## src/rtl/sram_arb_pkg.sv

```systemverilog
// Shared types for the two-master SRAM-like port arbiter: FSM states,
// owner encoding and transfer-size codes.
package sram_arb_pkg;

  typedef enum logic [1:0] {
    IDLE = 2'd0,
    REQ  = 2'd1,
    RESP = 2'd2
  } state_e;

  typedef enum logic {
    OWN_INST = 1'b0,
    OWN_DATA = 1'b1
  } owner_e;

  localparam logic [1:0] SZ_BYTE = 2'd0;
  localparam logic [1:0] SZ_HALF = 2'd1;
  localparam logic [1:0] SZ_WORD = 2'd2;

  function automatic logic size_legal(logic [1:0] size);
    return (size == SZ_BYTE) || (size == SZ_HALF) || (size == SZ_WORD);
  endfunction

endpackage

```

## src/rtl/sram_arb_pick.sv

```systemverilog
// Priority decision between fetch and data, with the counter that bounds how
// many data grants may pass a waiting fetch.
module sram_arb_pick
  import sram_arb_pkg::*;
#(
  parameter int STARVE_LIMIT = 4
) (
  input  logic clk,
  input  logic resetn,
  input  logic inst_req,
  input  logic data_req,
  input  logic grant_en,
  output logic grant_owner
);

  localparam int CW = $clog2(STARVE_LIMIT + 1);
  localparam logic [CW-1:0] LIMIT = CW'(STARVE_LIMIT);

  logic [CW-1:0] starve_cnt_q, starve_cnt_d;
  logic          starved;
  logic          pick_data;

  assign starved     = (starve_cnt_q == LIMIT);
  // Data wins unless fetch has already been passed over LIMIT times in a row.
  assign pick_data   = data_req && !(inst_req && starved);
  assign grant_owner = pick_data ? OWN_DATA : OWN_INST;

  always_comb begin
    starve_cnt_d = starve_cnt_q;
    if (grant_en) begin
      if (pick_data && inst_req) begin
        starve_cnt_d = starved ? LIMIT : starve_cnt_q + CW'(1);
      end else begin
        starve_cnt_d = '0;
      end
    end
  end

  always_ff @(posedge clk or negedge resetn) begin
    if (!resetn) begin
      starve_cnt_q <= '0;
    end else begin
      starve_cnt_q <= starve_cnt_d;
    end
  end

endmodule

```

## src/rtl/sram_port_arbiter.sv

```systemverilog
// Shares one SRAM-like memory port between instruction fetch and data access,
// one transaction at a time, routing each response back to its owner.
module sram_port_arbiter
  import sram_arb_pkg::*;
#(
  parameter int ADDR_W       = 32,
  parameter int DATA_W       = 32,
  parameter int STARVE_LIMIT = 4
) (
  input  logic              clk,
  input  logic              resetn,
  input  logic              inst_req,
  input  logic              inst_wr,
  input  logic [1:0]        inst_size,
  input  logic [ADDR_W-1:0] inst_addr,
  input  logic [DATA_W-1:0] inst_wdata,
  output logic              inst_addr_ok,
  output logic              inst_data_ok,
  output logic [DATA_W-1:0] inst_rdata,
  input  logic              data_req,
  input  logic              data_wr,
  input  logic [1:0]        data_size,
  input  logic [ADDR_W-1:0] data_addr,
  input  logic [DATA_W-1:0] data_wdata,
  output logic              data_addr_ok,
  output logic              data_data_ok,
  output logic [DATA_W-1:0] data_rdata,
  output logic              mem_req,
  output logic              mem_wr,
  output logic [1:0]        mem_size,
  output logic [ADDR_W-1:0] mem_addr,
  output logic [DATA_W-1:0] mem_wdata,
  input  logic              mem_addr_ok,
  input  logic              mem_data_ok,
  input  logic [DATA_W-1:0] mem_rdata,
  output logic              busy,
  output logic              protocol_err
);

  state_e state_q, state_d;
  owner_e owner_q, owner_d;
  logic   protocol_err_q;
  logic   grant_en;
  logic   grant_owner;

  assign grant_en = (state_q == IDLE) && (inst_req || data_req);
  assign owner_d  = grant_en ? owner_e'(grant_owner) : owner_q;

  sram_arb_pick #(
    .STARVE_LIMIT(STARVE_LIMIT)
  ) u_pick (
    .clk        (clk),
    .resetn     (resetn),
    .inst_req   (inst_req),
    .data_req   (data_req),
    .grant_en   (grant_en),
    .grant_owner(grant_owner)
  );

  always_comb begin
    state_d      = state_q;
    mem_req      = 1'b0;
    mem_wr       = 1'b0;
    mem_size     = '0;
    mem_addr     = '0;
    mem_wdata    = '0;
    inst_addr_ok = 1'b0;
    data_addr_ok = 1'b0;
    inst_data_ok = 1'b0;
    data_data_ok = 1'b0;
    inst_rdata   = '0;
    data_rdata   = '0;
    case (state_q)
      IDLE: begin
        if (grant_en) state_d = REQ;
      end
      REQ: begin
        mem_req = 1'b1;
        if (owner_q == OWN_DATA) begin
          mem_wr       = data_wr;
          mem_size     = data_size;
          mem_addr     = data_addr;
          mem_wdata    = data_wdata;
          data_addr_ok = mem_addr_ok;
        end else begin
          mem_wr       = inst_wr;
          mem_size     = inst_size;
          mem_addr     = inst_addr;
          mem_wdata    = inst_wdata;
          inst_addr_ok = mem_addr_ok;
        end
        if (mem_addr_ok) state_d = RESP;
      end
      RESP: begin
        if (mem_data_ok) begin
          state_d = IDLE;
          if (owner_q == OWN_DATA) begin
            data_data_ok = 1'b1;
            data_rdata   = mem_rdata;
          end else begin
            inst_data_ok = 1'b1;
            inst_rdata   = mem_rdata;
          end
        end
      end
      default: state_d = IDLE;
    endcase
  end

  // protocol_err is registered so it can never glitch high while in reset.
  always_ff @(posedge clk or negedge resetn) begin
    if (!resetn) begin
      state_q        <= IDLE;
      owner_q        <= OWN_INST;
      protocol_err_q <= 1'b0;
    end else begin
      state_q        <= state_d;
      owner_q        <= owner_d;
      protocol_err_q <= mem_data_ok && (state_q != RESP);
    end
  end

  assign busy         = (state_q != IDLE);
  assign protocol_err = protocol_err_q;

endmodule

```

## config.mk

```make
export PLATFORM = sky130hd
export DESIGN_NAME = sram_port_arbiter
export DESIGN_NICKNAME = d
export VERILOG_FILES = /design/src/rtl/sram_arb_pkg.sv /design/src/rtl/sram_arb_pick.sv /design/src/rtl/sram_port_arbiter.sv
export SDC_FILE = /design/constraint.sdc
export NUM_CORES = 1
export LEC_CHECK = 0
export ABC_AREA = 1
export BUFFER_PORTS_ARGS = -buffer_cell sky130_fd_sc_hd__buf_2
export CAP_MARGIN = 10
export CORE_AREA = 2 2 120 122
export DETAILED_ROUTE_END_ITERATION = 10
export DIE_AREA = 0 0 122 124
export GPL_ROUTABILITY_DRIVEN = 0
export MAX_ROUTING_LAYER = met4
export PLACE_DENSITY_LB_ADDON = 0.25
export SYNTH_ARGS = -nofsm -noshare
export SYNTH_HDL_FRONTEND = slang
export SYNTH_SLANG_ARGS = --single-unit
```

## constraint.sdc

```tcl
create_clock -name clk -period 2.04 [get_ports clk]
set_input_delay 0.306 -clock clk [delete_from_list [all_inputs] [get_ports clk]]
set_output_delay 0.306 -clock clk [all_outputs]
set_load 0.01 [all_outputs]
```

==> results of run 1 <==
==> worst max-delay path by stage <==
stage                                end  slack [ns]
final                     inst_rdata[19]        0.11
after global routing         mem_size[1]      -0.008
after CTS                  mem_wdata[31]        0.05
after detailed placement   mem_wdata[31]        0.22
after global placement     mem_wdata[31]        0.23
after floorplan             mem_addr[24]        0.68
==> synthesized netlist by cell type (all sizes together) <==
library cell	count
nand2	144
nor2	69
a21oi	67
inv	45
buf	27
dfrtp	7
nand3	7
o21ai	6
ha	2
nand4	2
nor3	2
clkbuf	1
==> metal layers <==
layer	GRT usage	vias to the layer above	part of all wire
met3	0.0137	8	0.082
met2	0.230	201	0.51
li1	-	1744	-
met5	-	-	0
met4	0.0208	0	0.0061
met1	0.150	1365	0.40
==> power groups by stage <==
| stage | combinational [mW] | clock, mW | sequential [mW] |
|---|---|---|---|
| final | 2.99 | 0.334 | 0.242 |
| after global routing | 3.36 | 0.354 | 0.251 |
| after CTS | 3.06 | 0.340 | 0.242 |
| after detailed placement | 3.04 | 0 | 0.241 |
| after global placement | 3.06 | 0 | 0.242 |
| after floorplan | 1.89 | 0 | 0.228 |
==> kinds of logic (layout without fill, tap and decap cells) <==
logic type / Yosys count / count (layout) / synth area share
AOI/OAI and AO/OA: 73 / 73 / 0.196
buffers and inverters: 73 / 368 / 0.202
DFF: 7 / 7 / 0.0938
adders and majority gates: 2 / 2 / 0.0134
and+or+nand+nor: 224 / 224 / 0.495
==> worst max-delay path: cells and delay by family (launching register included) <==
kind | cells | cell delay [ns]
buffers and inverters | 3 | 0.61
DFF | 1 | 0.42
and+or+nand+nor | 2 | 0.35
==> flip-flops by register name, summed over array words and instances (netlist names) <==
| signal | flops |
|---|---|
| state_q | 2 |
| u_pick.starve_cnt_q | 3 |
| protocol_err | 1 |
| owner_q | 1 |
==> placed cells by master, fill, tap and decap left out <==
cell type,netlist,routed
nor2_1,59,59
dfrtp_1,7,6
nor2_2,9,9
buf_12,0,2
nand4_1,2,2
clkbuf_16,0,3
a21oi_1,67,67
dfrtp_2,0,1
nand3_1,5,5
nand3_4,2,2
dlygate4sd3_1,0,1
o21ai_0,5,5
buf_6,10,2
clkbuf_1,1,1
inv_4,1,1
inv_1,43,43
nand2_1,143,143
ha_1,2,2
nor2_4,1,1
buf_2,14,309
nor3_2,2,2
buf_4,2,5
o21ai_1,1,1
nand2_2,1,1
inv_2,1,1
==> what timing repair did <==
action	CTS	global route
hold buffers	1	0
gates cloned	0	0
resized for setup	2	0
endpoints found under the setup margin	2	3
hold endpoints to repair	7	0
pin swaps	0	0
==> final cells by class <==
type | count | area, um^2 | area share
Inverter | 45 | 171 | 0.0473
Timing Repair Buffer | 319 | 1660 | 0.457
Clock buffer | 4 | 78.8 | 0.0218
Sequential cell | 7 | 176 | 0.0487
Multi-Input combinational cell | 299 | 1320 | 0.363
Tap cell | 180 | 225 | 0.0622
==> stage by stage <==
| step | setup TNS, ns | hold slack [ns] | instance area (um^2) |
|---|---|---|---|
| 2_1_floorplan | 0 | 0.0104 | 1870 |
| 3_3_place_gp | 0 | 0.152 | 3530 |
| 3_5_place_dp | 0 | 0.151 | 3530 |
| 4_1_cts | 0 | 0.283 | 3620 |
| 5_1_grt | -0.0149 | 0.295 | 3620 |
| 6_report | 0 | 0.286 | 3620 |
==> impl_results.md, run 1 <==
- Fin util: 0.264
- RR Startpoint: owner_q
- Fin. max-slew vios: 0
- Sequential cell area fraction in the yosys report: 0.0938
- Area growth, synth to finish: 94.1%
- DP Cell Count: 849
- Synth Cell Area: 1870 um^2
- Layout cells sized above 1: 0.503
- Min Tclk post-route: 1.93 ns
- Vias in the first global route: 2,885
- Starting Density: 0.136
- CTS Buf Count: 3
- Power Internal: 1.53 mW
- Outcome: finished, final reports clean
- CTS clk-pin slew, worst paths: 0.03 ns
- Critical-path top delay cell: dfrtp_2
- Fmax: 519 MHz
- Cell taking the most area after synthesis: nand2_1
- WP data required: 1.73 ns
- Setup Skew: 0.000779 ns
- DRC: 0
- Die area: 15,100 um^2
- FP Rows: 43
- Netlist cell types: 22
- Number of I/O port buffers: 309
- Worst VDD drop: 0.416 mV
- Worst-Skew Late Latency: 0.23 ns
- Die H: 124 um
- Ports: 310
- Clock power frac: 0.094
- Synth Net Count: 553
- Initial antenna violation count: 0
- Largest net degree at the start of global routing: 46
- Slowest stage delay, CP: 0.42 ns
- H-tree levels: 1
- Synth Instances: 379
- Max-slew headroom: 0.624
- Layout Nets: 849
- Total clock sinks: 7
- Worst slack, placed: 0.219 ns
- Hold Crit Depth: 2
- Syn avg cell area: 4.93 um^2
- DR WL/cell: 12.5 um
- FF-to-FF End: owner_q
- First-pass GRT wire length: 14,600 um
- HP Class: input pin to register
- 1st-iter DRT viols: 129
- Synth area leaders: nand2_1, a21oi_1, nor2_1
- Crit-path cells: inv_4 -> nand3_4 -> buf_12 -> nor2_1 -> buf_2
- Global route overflow: 0
- DP HPWL: 8940 um
- CP Data Arrival Time: 1.62 ns
- Overall Global Routing Usage: 0.125
- R2R Setup Slk: 0.87 ns
- Post-synth top area share: 0.288
- Final worst path period share: 0.945
- Least-Margin Pin Slew: 0.558 ns
- DR pass1 iterations: 4
- Number of fill cells: 1,609
- Switching share of total power: 0.572
- RSZ-0062 raised after global routing: true
- Post-CTS Setup Bufs: 0
- Final setup fails: 0
- WL final: 10,700 um
- Post-DRT Antenna Nets: 0
- Hold EP: state_q[0]
- Worst R2R Path Depth: 3
- Gate power share: 0.838
- Max_cap viols: 0
- Worst-path fanout max: 23
- Ys Warns: 0
- Setup crit start: owner_q
- Min-delay src: mem_addr_ok
- Static Leak: 2.42 nW
- Final hold violations: 0
- Type of origin of the critical path: register
- Worst setup margin: 0.112 ns
- Yosys reg bits: 7
- ANT cells: 0
- Die X: 122 um
- Sequential Power Share: 0.068
- Core ar.: 13,700 um^2
- CTS tree: done
- Power Total: 3.56 mW
- Root buffer cell: clkbuf_16
- CTS max path bufs: 2
- DR vias/cell: 3.89
- Crit end category: output pin
- Pwr Density: 983 nW/um^2
- Final non-filler cell total: 854
- Via count: 3,318
- Psw: 2.04 mW
- Setup CP Type: register to output pin
Power figures use the tool's default switching activity.
==> inputs of run 2 (changes only) <==
--- a/config.mk
+++ b/config.mk
@@ -9,7 +9,7 @@
 export BUFFER_PORTS_ARGS = -buffer_cell sky130_fd_sc_hd__buf_2
 export CAP_MARGIN = 10
-export CORE_AREA = 2 2 120 122
+export CORE_AREA = 2 2 121 123
 export DETAILED_ROUTE_END_ITERATION = 10
-export DIE_AREA = 0 0 122 124
+export DIE_AREA = 0 0 123 125
 export GPL_ROUTABILITY_DRIVEN = 0
 export MAX_ROUTING_LAYER = met4
@@ -17,3 +17,4 @@
 export SYNTH_ARGS = -nofsm -noshare
 export SYNTH_HDL_FRONTEND = slang
+export SYNTH_HIERARCHICAL = 1
 export SYNTH_SLANG_ARGS = --single-unit
==> constraint.sdc (replaced) <==
create_clock -name clk -period 2.2 [get_ports clk]
set_input_delay 0.33 -clock clk [delete_from_list [all_inputs] [get_ports clk]]
set_output_delay 0.33 -clock clk [all_outputs]
set_load 0.05 [all_outputs]
==> impl_results.md, run 2 <==
- Biggest register: u_pick/starve_cnt_q
- Ys Warns: 6 (+6)
- Die area: 15,400 um^2 (+1.6%)
- Post-synth top area share: 0.273 (-0.0141)
- Syn avg cell area: 4.74 um^2 (-3.8%)
- 1st-iter DRT viols: 91 (-29%)
- Initial antenna violation count: 1 (+1)
- Global route overflow: 0 (unchanged)
- Die H: 125 um (+0.81%)
- Setup TNS: 0 ns (unchanged)
- Largest net degree at the start of global routing: 103 (+120%)
- CTS tree: done
- Type of origin of the critical path: register
- DR WL/cell: 12.5 um (-0.18%)
- Vias in the first global route: 3,294 (+14%)
- DRC: 0 (unchanged)
- Most frequent cells in the layout: buf_2, nand2_1, nor2_1
- Final hold violations: 0 (unchanged)
- Setup Skew: 0.00149 ns (+0.000711 ns)
- Yosys reg bits: 7 (unchanged)
- Critical-path top delay cell: dfrtp_4
- Cell taking the most area after synthesis: nand2_1
- Area growth, synth to finish: 90.9%
- Worst VDD drop: 0.550 mV (+32%)
- Via count: 3,730 (+12%)
- Ys async rst share: 1.00 (unchanged)
- Post-synth top cells: nand2_1, nor2_1, a21oi_1
- Overall Global Routing Usage: 0.133 (+0.00760)
- Placed cell area: 3790 um^2 (+7.4%)
- Crit end category: output pin
- Min Tclk post-route: 2.09 ns
- CTS Buf Count: 3 (unchanged)
- Worst path top cell family by delay: buffers and inverters
- Number of I/O port buffers: 309 (unchanged)
- Fin. max-slew vios: 0 (unchanged)
- Ports: 310 (unchanged)
- Final setup fails: 0 (unchanged)
- DR vias/cell: 4.15 (+6.9%)
- Starting Density: 0.143 (+0.00699)
- Post-DRT Antenna Nets: 0 (unchanged)
- Die X: 123 um (+0.82%)
- DR pass1 iterations: 6 (+2)
- Power Total: 5.62 mW (+58%)
- Least-Margin Pin Slew: 0.513 ns (-0.0451 ns)
- Synth Instances: 429 (+13%)
- Core ar.: 14,200 um^2 (+3.5%)
- Outcome: finished, final reports clean
- CTS clk-pin slew, worst paths: 0.04 ns (about the same)
- Total clock sinks: 7 (unchanged)
- Slowest stage delay, CP: 0.48 ns (+0.06 ns)
- Post-CTS sizing: 0 (-2)
- Static Leak: 2.30 nW (-5.2%)
- WL final: 11,200 um (+5.0%)
- FP Rows: 44 (+2.3%)
- Synth area leaders: nand2_1, a21oi_1, nand3_1
- Layout cells sized above 1: 0.467 (-0.0359)
- Sequential cell area fraction in the yosys report: 0.0862 (-0.00763)
- Pwr Density: 1450 nW/um^2 (+47%)
- Max FFs per register: 3 (unchanged)
- Netlist cell types: 18 (-18%)
- Final worst path period share: 0.950
- H-tree levels: 1 (unchanged)
- Max_cap viols: 0 (unchanged)
- Top-count cell post-synth: nand2_1
- Commonest non-fill, non-tap cell in the layout: buf_2
- Crit-path cells: clkinv_2 -> buf_12 -> nand2_1 -> a21oi_1 -> buf_2
- Synth Net Count: 603 (+9.0%)
- Root buffer cell: clkbuf_16
- CP Data Arrival Time: 1.76 ns (+0.14 ns)
- Fmax: 478 MHz
- Max-slew headroom: 0.658 (+0.0340)
- RSZ-0062 raised after global routing: false
- HP Class: input pin to register
- CTS max path bufs: 2 (unchanged)
- Worst Path Buf+Inv: 3 (unchanged)
- DP HPWL: 8920 um (-0.21%)
- Worst-Skew Late Latency: 0.23 ns (about the same)
- Layout Nets: 888 (+4.6%)
- Post-synth EDFFs: 0 (unchanged)
- Final Instance Area: 3880 um^2 (+7.0%)
- Setup CP Type: register to output pin
- First-pass GRT wire length: 16,300 um (+12%)
- Synth Cell Area: 2030 um^2 (+8.8%)
- Main synth FF type: dfrtp_1
- WP data required: 1.87 ns (+0.14 ns)
- Biggest regs: u_pick/starve_cnt_q x3, state_q x2
- Worst-path fanout max: 21 (-8.7%)
[run 2: cell count changes in the layout (fill, tap and decap cells not counted), sizes merged, moves of 2 or more]
| cell | previous run | this run |
|---|---|---|
| nand3 | 7 | 67 |
| nand2 | 144 | 148 |
| nor3 | 2 | 4 |
| inv | 45 | 14 |
| o21ai | 6 | 4 |
| buf | 318 | 322 |
[run 2: routing by layer]
layer | part of all wire | global-route usage | vias to the layer above
li1 | - | - | 1949
met3 | 0.12 | 0.0347 | 2
met5 | 0 | - | -
met2 | 0.47 | 0.235 | 186
met1 | 0.40 | 0.156 | 1593
met4 | 0.0017 | 0.0120 | 0
[run 2: cells by family after synthesis]
| kind of cell | count (synthesis) | share of synthesized area |
|---|---|---|
| AOI/OAI and AO/OA | 72 | 0.178 |
| buffers and inverters | 58 | 0.134 |
| DFF | 7 | 0.0862 |
| and+or+nand+nor | 290 | 0.589 |
| adders and majority gates | 2 | 0.0123 |
[run 2: final timing paths]
| kind | from | to | slack, ns | cells past startpoint |
|---|---|---|---|---|
| max | owner_q | mem_wdata[3] | 0.11 | 5 |
| min | mem_addr_ok | state_q[0] | 0.30 | 2 |
| min reg2reg | u_pick/starve_cnt_q[2] | u_pick/starve_cnt_q[2] | 0.55 | 2 |
| max in group asynchronous | resetn | owner_q | 1.56 | 2 |
| max reg2reg | state_q[1] | u_pick/starve_cnt_q[0] | 0.96 | 7 |
| min in group asynchronous | resetn | u_pick/starve_cnt_q[0] | 0.46 | 2 |
[run 2: area by class of cell]
class,count,area [um^2]
Timing Repair Buffer,323,1740
Fill cell,1684,10300
Sequential cell,7,179
Inverter,15,57.6
Multi-Input combinational cell,364,1590
Antenna cell,1,2.50
Tap cell,184,230
Clock buffer,4,78.8
[run 2: metrics by stage]
stage / instances / util / setup slack [ns] / hold WS (ns)
final: 898 / 0.273 / 0.109 / 0.304
after global routing: 898 / 0.273 / 0.0125 / 0.312
after CTS: 897 / 0.273 / 0.0676 / 0.305
after detailed placement: 892 / 0.267 / 0.321 / 0.180
after global placement: 892 / 0.267 / 0.367 / 0.175
after floorplan: 429 / - / 0.0695 / 0.0344
[run 2: timing repair]
item | 4_1_cts | 5_1_grt
setup buffers | 0 | 0
endpoints found under the hold margin | 7 | 0
hold buffers | 1 | 0
[run 2: where the power goes]
group	total (mW)	switching [mW]	internal [mW]
Clock	0.309	0.0675	0.241
Sequential	0.224	0.0424	0.182
Combinational	5.09	3.93	1.16
Total	5.62	4.04	1.58
[run 2: worst reg2reg max path, cell delays in order, from the launching register on]
cell	delay [ns]
dfrtp_1	0.39
nor2_1	0.19
nand2_1	0.13
inv_1	0.14
inv_1	0.09
nor2_2	0.07
nand4_1	0.06
o21ai_0	0.08
